==> src/rtl/seg_scan_decoder.sv <==
// -----------------------------------------------------------------------------
// seg_scan_decoder
//
// Receive side of the BCD-to-7-segment display path. Watches a multiplexed,
// active-low 7-segment bus and rebuilds the BCD value of every digit. It is
// used for display loopback checking and for capturing external displays.
// Segment and anode inputs are synchronised. The combined sample must hold
// for STABLE_CYCLES consecutive clocks before the selected digit is captured.
//
// Ports:
//   clk          system clock
//   rst_n        asynchronous active-low reset
//   seg[0:6]     segments a..g, active-low (0 = lit)
//   an           digit selects, active-low, one bit per digit
//   clr          synchronous clear of all captured results
//   bcd_out      digit i at [4i+3:4i]; 4'hF for a blank digit
//   digit_valid  digit i captured since reset/clr
//   blank        digit i last captured as all segments off
//   err          sticky, set when an undecodable pattern is captured
//   frame_done   one-cycle pulse when the last digit completes a full frame
//   err_count    (ERR_COUNT_EN only) saturating count of invalid captures
//
// Build option: define ERR_COUNT_EN to add the err_count[7:0] output.
// -----------------------------------------------------------------------------
module seg_scan_decoder #(
   parameter int NUM_DIGITS    = 4,
   parameter int STABLE_CYCLES = 4
) (
   input  logic                    clk,
   input  logic                    rst_n,
   input  logic [0:6]              seg,
   input  logic [NUM_DIGITS-1:0]   an,
   input  logic                    clr,
   output logic [4*NUM_DIGITS-1:0] bcd_out,
   output logic [NUM_DIGITS-1:0]   digit_valid,
   output logic [NUM_DIGITS-1:0]   blank,
   output logic                    err,
   output logic                    frame_done
`ifdef ERR_COUNT_EN
   ,
   output logic [7:0]              err_count
`endif
);

   // state    | meaning
   // ST_IDLE  | no single digit selected, waiting for exactly one active anode
   // ST_TRACK | counting consecutive identical samples of one selected digit
   // ST_HOLD  | digit captured, waiting for the sample to change
   typedef enum logic [1:0] {
      ST_IDLE,
      ST_TRACK,
      ST_HOLD
   } state_t;

   localparam int         SW        = NUM_DIGITS + 7;
   localparam logic [7:0] STABLE_LP = 8'(STABLE_CYCLES);

   logic [0:6]            r_seg_m, r_seg_s;
   logic [NUM_DIGITS-1:0] r_an_m, r_an_s;

   state_t                r_state, w_state_nxt;
   logic [7:0]            r_cnt, w_cnt_nxt;
   logic [SW-1:0]         r_ref, w_ref_nxt;

   logic [SW-1:0]         w_samp;
   logic [NUM_DIGITS-1:0] w_sel;
   logic                  w_onehot;
   logic                  w_same;
   logic                  w_capture;
   logic [4:0]            w_dec;
   logic                  w_is_blank;

   logic [4*NUM_DIGITS-1:0] r_bcd;
   logic [NUM_DIGITS-1:0]   r_valid;
   logic [NUM_DIGITS-1:0]   r_blank;
   logic                    r_err;
   logic                    r_frame_done;
`ifdef ERR_COUNT_EN
   logic [7:0]              r_err_count;
`endif

   // {ok, value}; ok is low for anything that is not a digit 0..9
   function automatic logic [4:0] f_decode(input logic [0:6] s);
      case (s)
         7'b0000001: f_decode = {1'b1, 4'd0};
         7'b1001111: f_decode = {1'b1, 4'd1};
         7'b0010010: f_decode = {1'b1, 4'd2};
         7'b0000110: f_decode = {1'b1, 4'd3};
         7'b1001100: f_decode = {1'b1, 4'd4};
         7'b0100100: f_decode = {1'b1, 4'd5};
         7'b1100000: f_decode = {1'b1, 4'd6};
         7'b0001111: f_decode = {1'b1, 4'd7};
         7'b0000000: f_decode = {1'b1, 4'd8};
         7'b0001100: f_decode = {1'b1, 4'd9};
         default:    f_decode = 5'b0_0000;
      endcase
   endfunction

   // Synchronisers idle at all-ones so nothing looks selected or lit.
   always_ff @(posedge clk or negedge rst_n) begin
      if (!rst_n) begin
         r_seg_m <= '1;
         r_seg_s <= '1;
         r_an_m  <= '1;
         r_an_s  <= '1;
      end else begin
         r_seg_m <= seg;
         r_seg_s <= r_seg_m;
         r_an_m  <= an;
         r_an_s  <= r_an_m;
      end
   end

   assign w_samp     = {r_an_s, r_seg_s};
   assign w_sel      = ~r_an_s;
   assign w_onehot   = (w_sel != '0) && ((w_sel & (w_sel - NUM_DIGITS'(1))) == '0);
   assign w_same     = (w_samp == r_ref);
   assign w_dec      = f_decode(r_seg_s);
   assign w_is_blank = (r_seg_s == 7'b1111111);

   always_ff @(posedge clk or negedge rst_n) begin
      if (!rst_n) begin
         r_state <= ST_IDLE;
         r_cnt   <= 8'd0;
         r_ref   <= '1;
      end else begin
         r_state <= w_state_nxt;
         r_cnt   <= w_cnt_nxt;
         r_ref   <= w_ref_nxt;
      end
   end

   // Any change of the combined sample restarts tracking (or drops to idle),
   // so a simultaneous anode and segment change counts as a single change.
   always_comb begin
      w_state_nxt = r_state;
      w_cnt_nxt   = r_cnt;
      w_ref_nxt   = r_ref;
      w_capture   = 1'b0;
      if ((r_state == ST_IDLE) || !w_same) begin
         w_ref_nxt = w_samp;
         if (w_onehot) begin
            w_state_nxt = ST_TRACK;
            w_cnt_nxt   = 8'd1;
         end else begin
            w_state_nxt = ST_IDLE;
            w_cnt_nxt   = 8'd0;
         end
      end else if (r_state == ST_TRACK) begin
         w_cnt_nxt = r_cnt + 8'd1;
         if ((r_cnt + 8'd1) == STABLE_LP) begin
            w_capture   = 1'b1;
            w_state_nxt = ST_HOLD;
         end
      end
   end

   always_ff @(posedge clk or negedge rst_n) begin
      if (!rst_n) begin
         r_bcd        <= '0;
         r_valid      <= '0;
         r_blank      <= '0;
         r_err        <= 1'b0;
         r_frame_done <= 1'b0;
`ifdef ERR_COUNT_EN
         r_err_count  <= 8'd0;
`endif
      end else if (clr) begin
         r_bcd        <= '0;
         r_valid      <= '0;
         r_blank      <= '0;
         r_err        <= 1'b0;
         r_frame_done <= 1'b0;
`ifdef ERR_COUNT_EN
         r_err_count  <= 8'd0;
`endif
      end else begin
         r_frame_done <= 1'b0;
         if (w_capture) begin
            if (w_dec[4] || w_is_blank) begin
               for (int i = 0; i < NUM_DIGITS; i++) begin
                  if (w_sel[i]) begin
                     r_bcd[4*i +: 4] <= w_is_blank ? 4'hF : w_dec[3:0];
                     r_valid[i]      <= 1'b1;
                     r_blank[i]      <= w_is_blank;
                  end
               end
               r_frame_done <= w_sel[NUM_DIGITS-1] && ((r_valid | w_sel) == '1);
            end else begin
               r_err <= 1'b1;
`ifdef ERR_COUNT_EN
               if (r_err_count != 8'hFF) begin
                  r_err_count <= r_err_count + 8'd1;
               end
`endif
            end
         end
      end
   end

   assign bcd_out     = r_bcd;
   assign digit_valid = r_valid;
   assign blank       = r_blank;
   assign err         = r_err;
   assign frame_done  = r_frame_done;
`ifdef ERR_COUNT_EN
   assign err_count   = r_err_count;
`endif

endmodule
==> config.mk <==
export PLATFORM = sky130hd
export DESIGN_NAME = seg_scan_decoder
export DESIGN_NICKNAME = d
export VERILOG_FILES = /design/src/rtl/seg_scan_decoder.sv
export SDC_FILE = /design/constraint.sdc
export NUM_CORES = 1
export LEC_CHECK = 0
export BUFFER_PORTS_ARGS = -buffer_cell sky130_fd_sc_hd__buf_2
export CORE_ASPECT_RATIO = 0.7
export CORE_UTILIZATION = 55
export DETAILED_ROUTE_END_ITERATION = 10
export GPL_TIMING_DRIVEN = 1
export PLACE_DENSITY_LB_ADDON = 0.2
export SYNTH_ARGS = -nofsm -noshare
export SYNTH_HDL_FRONTEND = slang
export SYNTH_SLANG_ARGS = --single-unit
==> constraint.sdc <==
create_clock -name clk -period 2.6 [get_ports clk]
set_input_delay 0 -clock clk [delete_from_list [all_inputs] [get_ports clk]]
set_output_delay 0 -clock clk [all_outputs]
set_load 0.005 [all_outputs]
==> impl_metrics.yaml, run 1 <==
detailed_routing:
  wl_um: 5680
  viasPerCell: 5.37
  vias: 2127
  drc: 0
  drtIter0Drc: 161
  post_drt_wl_per_cell_um: 14.3
  first_pass_iters: 5
  ant_nets: 0
sta:
  fmax_mhz: 426
  min_period_ps: 2350
  worst_slew_pin_slew_ps: 623
  relSlewSlack_pct: 58.5
  hold_viol: 0
  fin_ws_ps: 255
  rsz0062_at_grt: "no"
  slew_viol_final: 0
  fin_worst_skew_ps: 6.71
  finalSetupTns_ps: 0
  post-route-period-util_pct: 90.2
  setup_violations: 0
  hold_ws_ps: 132
placement:
  dp_hpwl_um: 3870
  placed_cell_area_um2: 3320
  place_ws_ps: 301
  port_buffers: 39
  place.gp.congestion: 0.839
setup_path:
  worstPathArrival_ps: 2580
  worstRegToRegCells: 7
  critPathLaunchType: "flop"
  worst_r2r_endpoint: "frame_done$_DFF_PN0_"
  crit_path_start: "r_seg_s[4]$_DFF_PN1_"
  path_max_fanout: 13
  endpoint_kind: "flop"
  cp.required_ps: 2830
  worstReg2RegStart: "r_seg_s[4]$_DFF_PN1_"
  rrSetupSlack_ps: 250
  critPathKind: "flop to flop"
logic_synthesis:
  syn_inst: 279
  synth_top_family_by_area: "simple AND/OR/NAND/NOR gates"
  synthMostInstantiatedCell: "dfrtp_1"
  synth-simple-area-share_pct: 18.1
  ys_seq_elements: 69
  ys_seq_area_share_pct: 56.7
  ys_types: 45
  synth_edf_count: 0
  syn_avg_cell_area_um2: 11.2
  synthMuxAreaShare_pct: 5.46
  syn-cell-area_um2: 3120
  synthTopCellsByCount: "dfrtp_1 (36), dfstp_2 (33), clkbuf_1 (19), nand2b_1 (18)"
  synth_compound_area_share_pct: 7.87
  yosysTopAreaCell: "dfrtp_1"
  synthesis.nets: 294
  synth-xor-area-share_pct: 6.18
  synth_top_area_share_pct: 28.9
  synth_area_leaders: "dfrtp_1 (29%), dfstp_2 (28%), mux2i_1 (5.5%)"
  ys.flop_type: "dfrtp_1"
  synth_warnings: 0
  async_reset_ff_share_pct: 100
  synth_fa_ha_area_share_pct: 0.402
grt:
  grt_overflow_total: 0
  grt_max_degree: 32
  track_usage_pct: 21.7
  antenna_found_initial: 0
  grt_pass1_vias: 1967
  grt_first_pass_wirelength_um: 9700
power_and_ir_drop:
  p_per_area_nw_per_um2: 574
  p_leak_uw: 0.00165
  ir_drop_mv: 0.516
cts:
  clock_path_buffers: 2
  clockRootBuffer: "clkbuf_8"
  path_clk_slew_ps: 70
  cts_resized: 0
  h-tree-depth: 3
  numCtsBuffers: 9
  cts.sinks: 69
  cts_tree: "done"
  clock_latency_ps: 340
hold_path:
  hold_path_depth: 2
  hold_end: "err$_DFFE_PN0P_"
  hp-start: "clr"
  worstHoldPathType: "primary input to flop"
floorplanning:
  core_area_um2: 5340
  die_height_um: 65.0
  rows: 22
  ioPinCount: 40
  start_util_pct: 58.3
  die_w_um: 92.0
  die-area_um2: 5970
finish:
  area_growth_pct: 16.6
  n_antenna_cell: 0
  final_design_area_no_fill_um2: 3630
  final_nets: 334
  drive_gt1_share_pct: 31.2
  fin_util_pct: 68.0
run:
  maxCapViolations: 0
run_status:
  status: "finished clean"
[final cells by class]
| class | count | area (um2) |
|---|---|---|
| Clock buffer | 13 | 170 |
| Tap cell | 72 | 90.1 |
| Sequential cell | 69 | 1770 |
| Timing Repair Buffer | 57 | 373 |
| Fill cell | 427 | 1710 |
| Multi-Input combinational cell | 174 | 1180 |
| Clock inverter | 3 | 17.5 |
| Inverter | 8 | 30.0 |
[metal layers]
| metal | wire [um] | vias up | global-route usage, % |
|---|---|---|---|
| li1 | - | 1034 | - |
| met1 | 2970 | 1027 | 31.4 |
| met5 | 0 | - | 0 |
| met3 | 267 | 9 | 7.04 |
| met2 | 2360 | 57 | 30.5 |
| met4 | 80 | 0 | 7.81 |
[cell usage in the layout, fill, tap and decap left out, types with 5 or more instances in the layout]
| master | instances |
|---|---|
| a21oi_1 | 10 |
| buf_2 | 39 |
| buf_4 | 5 |
| clkbuf_8 | 10 |
| dfrtp_1 | 36 |
| dfstp_2 | 33 |
| dlygate4sd3_1 | 12 |
| inv_1 | 8 |
| mux2i_1 | 17 |
| nand2_1 | 12 |
| nand2b_1 | 18 |
| nand3_1 | 9 |
| nand4_1 | 10 |
| nor2_1 | 17 |
| nor2b_1 | 5 |
| o21ai_0 | 8 |
| or3_1 | 6 |
| xnor2_1 | 13 |
| xor2_1 | 9 |
[where the power goes]
group | switching [uW] | internal (uW)
sequential | 37.0 | 1120
clock | 373 | 428
combinational | 65.0 | 59.3
[repair_timing]
item | in CTS | in global routing
setup buffers | 0 | 0
endpoints found under the hold margin | 28 | 0
hold buffers | 12 | 0
[state kept, by name (all words and copies together) (netlist names)]
| signal | count |
|---|---|
| r_an_m | 4 |
| r_seg_m | 7 |
| r_an_s | 4 |
| err | 1 |
| r_seg_s | 7 |
| r_state | 2 |
| r_cnt | 8 |
| r_ref | 11 |
| bcd_out | 16 |
| frame_done | 1 |
| blank | 4 |
| digit_valid | 4 |
[how the worst max path moves through the flow]
stage	slack, ps	end	depth (start not counted)
after floorplan	400	bcd_out[13]$_DFFE_PN0P_	8
after global placement	320	frame_done$_DFF_PN0_	7
after detailed placement	300	frame_done$_DFF_PN0_	7
after CTS	270	frame_done$_DFF_PN0_	7
after global routing	140	bcd_out[5]$_DFFE_PN0P_	6
final	250	frame_done$_DFF_PN0_	7
[logic make-up after synthesis]
logic type      count (synthesis)
mux                            17
flops                          69
buf+inv                        36
xor+xnor                       22
compound gates                 35
simple gates                   99
fa+ha+maj                       1
[critical path: stages, from the launching register on]
cell and delay, ps:
dfstp_2 690, xor2_1 170, nand3_1 90, a21oi_1 280
a211oi_2 120, buf_4 200, or3_4 370, a2111oi_4 320
[per-stage QoR]
stage	power, uW	cells
after global placement	1290	368
after global routing	2180	396
final	2090	396
after floorplan	1240	279
after CTS	2110	396
after detailed placement	1290	368
Note: power is estimated with default switching activity, not from simulation.
==> run 2: changes to the inputs <==
CORE_UTILIZATION = 57   (was 55)
==> impl_metrics.yaml, run 2 (synthesis gave the netlist of run 1 again) <==
cts:
  cts.sinks: 69
  holdBufCountCts: 12
  cts_tree: "done"
  clockRootBuffer: "clkbuf_8"
  clock_latency_ps: 340
  h-tree-depth: 3
  postCtsSetupRepairBufs: 0
  numCtsBuffers: 9
  path_clk_slew_ps: 70
  cts_resized: 0
  clock_path_buffers: 2
sta:
  relSlewSlack_pct: 67.8
  min_period_ps: 2340
  setup_violations: 0
  fin_ws_ps: 258
  hold_viol: 0
  hold_ws_ps: 127
  rsz0062_at_grt: "no"
  slew_viol_final: 0
  finalSetupTns_ps: 0
  fin_worst_skew_ps: 9.13
  worst_slew_pin_slew_ps: 483
  post-route-period-util_pct: 90.1
  fmax_mhz: 427
setup_path:
  path_buf_inv: 1
  crit_path_start: "r_seg_s[4]$_DFF_PN1_"
  slowest_stage: "dfstp_2"
  worstPathArrival_ps: 2580
  critPathKind: "flop to flop"
  worst_r2r_endpoint: "frame_done$_DFF_PN0_"
  endpoint_kind: "flop"
  cp-endpoint: "frame_done$_DFF_PN0_"
  cpPeakStageDelay_ps: 670
  path_depth: 7
  path_cells: "xor2_1 -> nand3_1 -> a21oi_1 -> a211oi_2 -> buf_4 -> or3_4 -> a2111oi_4"
  path_max_fanout: 13
  path_delay_family: "compound AO/OA/AOI/OAI gates"
  cp.required_ps: 2830
  worstReg2RegStart: "r_seg_s[4]$_DFF_PN1_"
  worstRegToRegCells: 7
  critPathLaunchType: "flop"
  rrSetupSlack_ps: 260
power_and_ir_drop:
  p_per_area_nw_per_um2: 586
  p_leak_uw: 0.00166
  ir_drop_mv: 0.522
floorplanning:
  start_util_pct: 59.3
  die_height_um: 63.9
  ioPinCount: 40
  core_area_um2: 5260
  die_w_um: 90.4
  rows: 22
  die-area_um2: 5770
detailed_routing:
  drc: 0
  drtIter0Drc: 100
  first_pass_iters: 4
  viasPerCell: 5.27
  ant_nets: 0
  vias: 2080
  post_drt_wl_per_cell_um: 13.8
  wl_um: 5460
finish:
  most-common-layout-cells: "buf_2 (39), dfrtp_1 (36), dfstp_2 (33)"
  final_design_area_no_fill_um2: 3630
  layout_commonest_cell: "buf_2"
  n_antenna_cell: 0
  final_nets: 333
  fillers: 410
  area_growth_pct: 16.7
  largest_reg_flops: 16
  drive_gt1_share_pct: 31.6
  fin_util_pct: 69.1
placement:
  dp_hpwl_um: 3770
  port_buffers: 39
  place.gp.congestion: 0.815
  place_ws_ps: 306
  placed_cell_area_um2: 3320
grt:
  antenna_found_initial: 0
  grt_max_degree: 56
  grt_pass1_vias: 1914
  track_usage_pct: 21.4
  grt_first_pass_wirelength_um: 9250
  grt_overflow_total: 0
run:
  maxCapViolations: 0
run_status:
  status: "finished clean"
hold_path:
  worstHoldPathType: "primary input to flop"
-- run 2: cell types whose count changed in the layout (fill, tap and decap cells not counted) --
cell	change
bufinv_16	+1
clkbuf_16	-1
buf_4	-1
clkbuf_1	-2
inv_4	+2
-- run 2: worst min path at each step --
stage / start / endpoint / slack [ps] / cells after the start
after floorplan: rst_n / bcd_out[0]$_DFFE_PN0P_ / -300 / 0
after global placement: seg[4] / r_seg_m[4]$_DFF_PN1_ / 110 / 1
after detailed placement: seg[4] / r_seg_m[4]$_DFF_PN1_ / 110 / 1
after CTS: clr / err$_DFFE_PN0P_ / 100 / 2
after global routing: clr / digit_valid[1]$_DFFE_PN0P_ / 140 / 2
final: clr / digit_valid[3]$_DFFE_PN0P_ / 130 / 2
-- run 2: power by group --
group / leakage (uW) / switching, uW / total, uW / internal (uW)
Combinational: 0.000706 / 63.7 / 122 / 58.4
Sequential: 0.000848 / 35.4 / 1160 / 1120
Clock: 0.000103 / 381 / 847 / 466
Total: 0.00166 / 480 / 2130 / 1650
-- run 2: cell type report --
type	instances	area (um2)	area share [%]
Clock buffer	10	138	3.79
Clock inverter	6	60.1	1.65
Tap cell	72	90.1	2.48
Timing Repair Buffer	56	365	10.1
Inverter	8	30.0	0.826
Multi-Input combinational cell	174	1180	32.6
Sequential cell	69	1770	48.6
-- run 2: stage by stage --
step	instances	total power, uW
finish	395	2130
detailed placement	367	1290
floorplan	279	1240
CTS	395	2160
global placement	367	1290
global route	395	2230
-- run 2: layer usage --
layer	routed length, um	share of wire [%]	global-route usage (%)	vias up
li1	-	-	-	1030
met1	2800	51	31.2	983
met2	2270	42	30.0	62
met3	336	6.2	7.86	5
met4	49	0.90	6.05	0
met5	0	0	0	-
==> run 3: changes to the inputs <==
GPL_ROUTABILITY_DRIVEN = 0   (was default)
MAX_ROUTING_LAYER = met4   (was default)
==> impl_metrics.yaml, run 3 (synthesis gave the netlist of run 1 again) <==
setup_path:
  endpoint_kind: "flop"
  crit_path_start: "r_seg_s[4]$_DFF_PN1_"
  critPathLaunchType: "flop"
  worst_r2r_endpoint: "frame_done$_DFF_PN0_"
  path_max_fanout: 13
  cpPeakStageDelay_ps: 670
  worstRegToRegCells: 7
  rrSetupSlack_ps: 270
  cp.required_ps: 2840
  cp-endpoint: "frame_done$_DFF_PN0_"
  worstReg2RegStart: "r_seg_s[4]$_DFF_PN1_"
  slowest_stage: "dfstp_2"
  worstPathArrival_ps: 2570
  path_cells: "xor2_1 -> nand3_1 -> a21oi_1 -> a211oi_2 -> buf_4 -> or3_4 -> a2111oi_4"
  critPathKind: "flop to flop"
finish:
  area_growth_pct: 16.7
  layout_commonest_cell: "buf_2"
  most-common-layout-cells: "buf_2 (39), dfrtp_1 (36), dfstp_2 (33)"
  n_antenna_cell: 0
  drive_gt1_share_pct: 31.6
  fin_cells: 395
  largest_reg_flops: 16
  final_nets: 333
  fin_util_pct: 69.1
grt:
  track_usage_pct: 22.0
  grt_overflow_total: 0
  antenna_found_initial: 0
  grt_pass1_vias: 1920
  grt_first_pass_wirelength_um: 9230
  grt_max_degree: 56
detailed_routing:
  first_pass_iters: 4
  wl_um: 5460
  vias: 2066
  drc: 0
  drtIter0Drc: 90
  viasPerCell: 5.23
  ant_nets: 0
  post_drt_wl_per_cell_um: 13.8
sta:
  post-route-period-util_pct: 89.6
  slew_viol_final: 0
  finalSetupTns_ps: 0
  relSlewSlack_pct: 68.3
  worst_slew_pin_slew_ps: 475
  fmax_mhz: 429
  fin_worst_skew_ps: 8.27
  hold_viol: 0
  rsz0062_at_grt: "no"
  min_period_ps: 2330
  fin_ws_ps: 269
  setup_violations: 0
power_and_ir_drop:
  ir_drop_mv: 0.522
  p_per_area_nw_per_um2: 586
  p_clk_share_pct: 39.9
  p_sw_share_pct: 22.6
  p_leak_uw: 0.00166
  p_int_uw: 1650
  comb_power_share_pct: 5.7
  p_seq_share_pct: 54.4
  power.switching_uw: 483
hold_path:
  worstHoldPathType: "primary input to flop"
  hold_path_depth: 2
cts:
  clock_latency_ps: 340
  cts_tree: "done"
  clock_path_buffers: 2
  numCtsBuffers: 9
  holdBufCountCts: 12
  h-tree-depth: 3
  path_clk_slew_ps: 70
  cts.sinks: 69
  postCtsSetupRepairBufs: 0
  cts_resized: 0
  clockRootBuffer: "clkbuf_8"
floorplanning:
  start_util_pct: 59.3
  ioPinCount: 40
  rows: 22
  die-area_um2: 5770
  die_height_um: 63.9
  die_w_um: 90.4
  core_area_um2: 5260
placement:
  place_ws_ps: 306
  port_buffers: 39
  dp.cells: 367
  dp_hpwl_um: 3770
run_status:
  status: "finished clean"
run:
  maxCapViolations: 0
==> run 3: cell counts in the layout (fill, tap and decap cells not counted) <==
Identical to the previous run, type by type.
==> run 3: stage by stage <==
| step | power [uW] | hold WS, ps | instance area (um2) |
|---|---|---|---|
| after floorplan | 1240 | -296 | 3120 |
| after global placement | 1290 | 105 | 3320 |
| after detailed placement | 1290 | 106 | 3320 |
| after CTS | 2160 | 104 | 3630 |
| after global routing | 2230 | 143 | 3630 |
| final | 2130 | 123 | 3630 |
==> run 3: layout make-up <==
class | count | area [um2]
Multi-Input combinational cell | 174 | 1180
Clock inverter | 6 | 60.1
Sequential cell | 69 | 1770
Tap cell | 72 | 90.1
Fill cell | 410 | 1620
Clock buffer | 10 | 138
Timing Repair Buffer | 56 | 365
Inverter | 8 | 30.0
==> run 3: critical path, delay by kind of cell, from the launching register on <==
kind / cells / cell delay [ps]
DFF: 1 / 670
AOI/OAI and AO/OA: 3 / 720
buffers and inverters: 1 / 200
and+or+nand+nor: 2 / 470
xor gates and xnor gates: 1 / 170
==> run 3: metal layers <==
layer | global-route usage (%) | wire [um] | vias up
met5 | - | 0 | -
met4 | 6.05 | 28 | 0
met3 | 7.86 | 300 | 3
met2 | 30.0 | 2270 | 65
met1 | 31.1 | 2860 | 968
li1 | - | - | 1030
==> run 3: how the worst min path moves through the flow <==
stage	start	end	slack, ps
6_report	clr	err$_DFFE_PN0P_	120
2_1_floorplan	rst_n	bcd_out[0]$_DFFE_PN0P_	-300
4_1_cts	clr	err$_DFFE_PN0P_	100
3_3_place_gp	seg[4]	r_seg_m[4]$_DFF_PN1_	110
3_5_place_dp	seg[4]	r_seg_m[4]$_DFF_PN1_	110
5_1_grt	clr	digit_valid[1]$_DFFE_PN0P_	140
==> run 3: power by group through the flow <==
stage	Combinational [uW]	Sequential, uW	Clock [uW]
3_5_place_dp	110	1180	0
3_3_place_gp	109	1180	0
6_report	122	1160	849
5_1_grt	136	1160	926
4_1_cts	124	1160	873
2_1_floorplan	89.2	1150	0
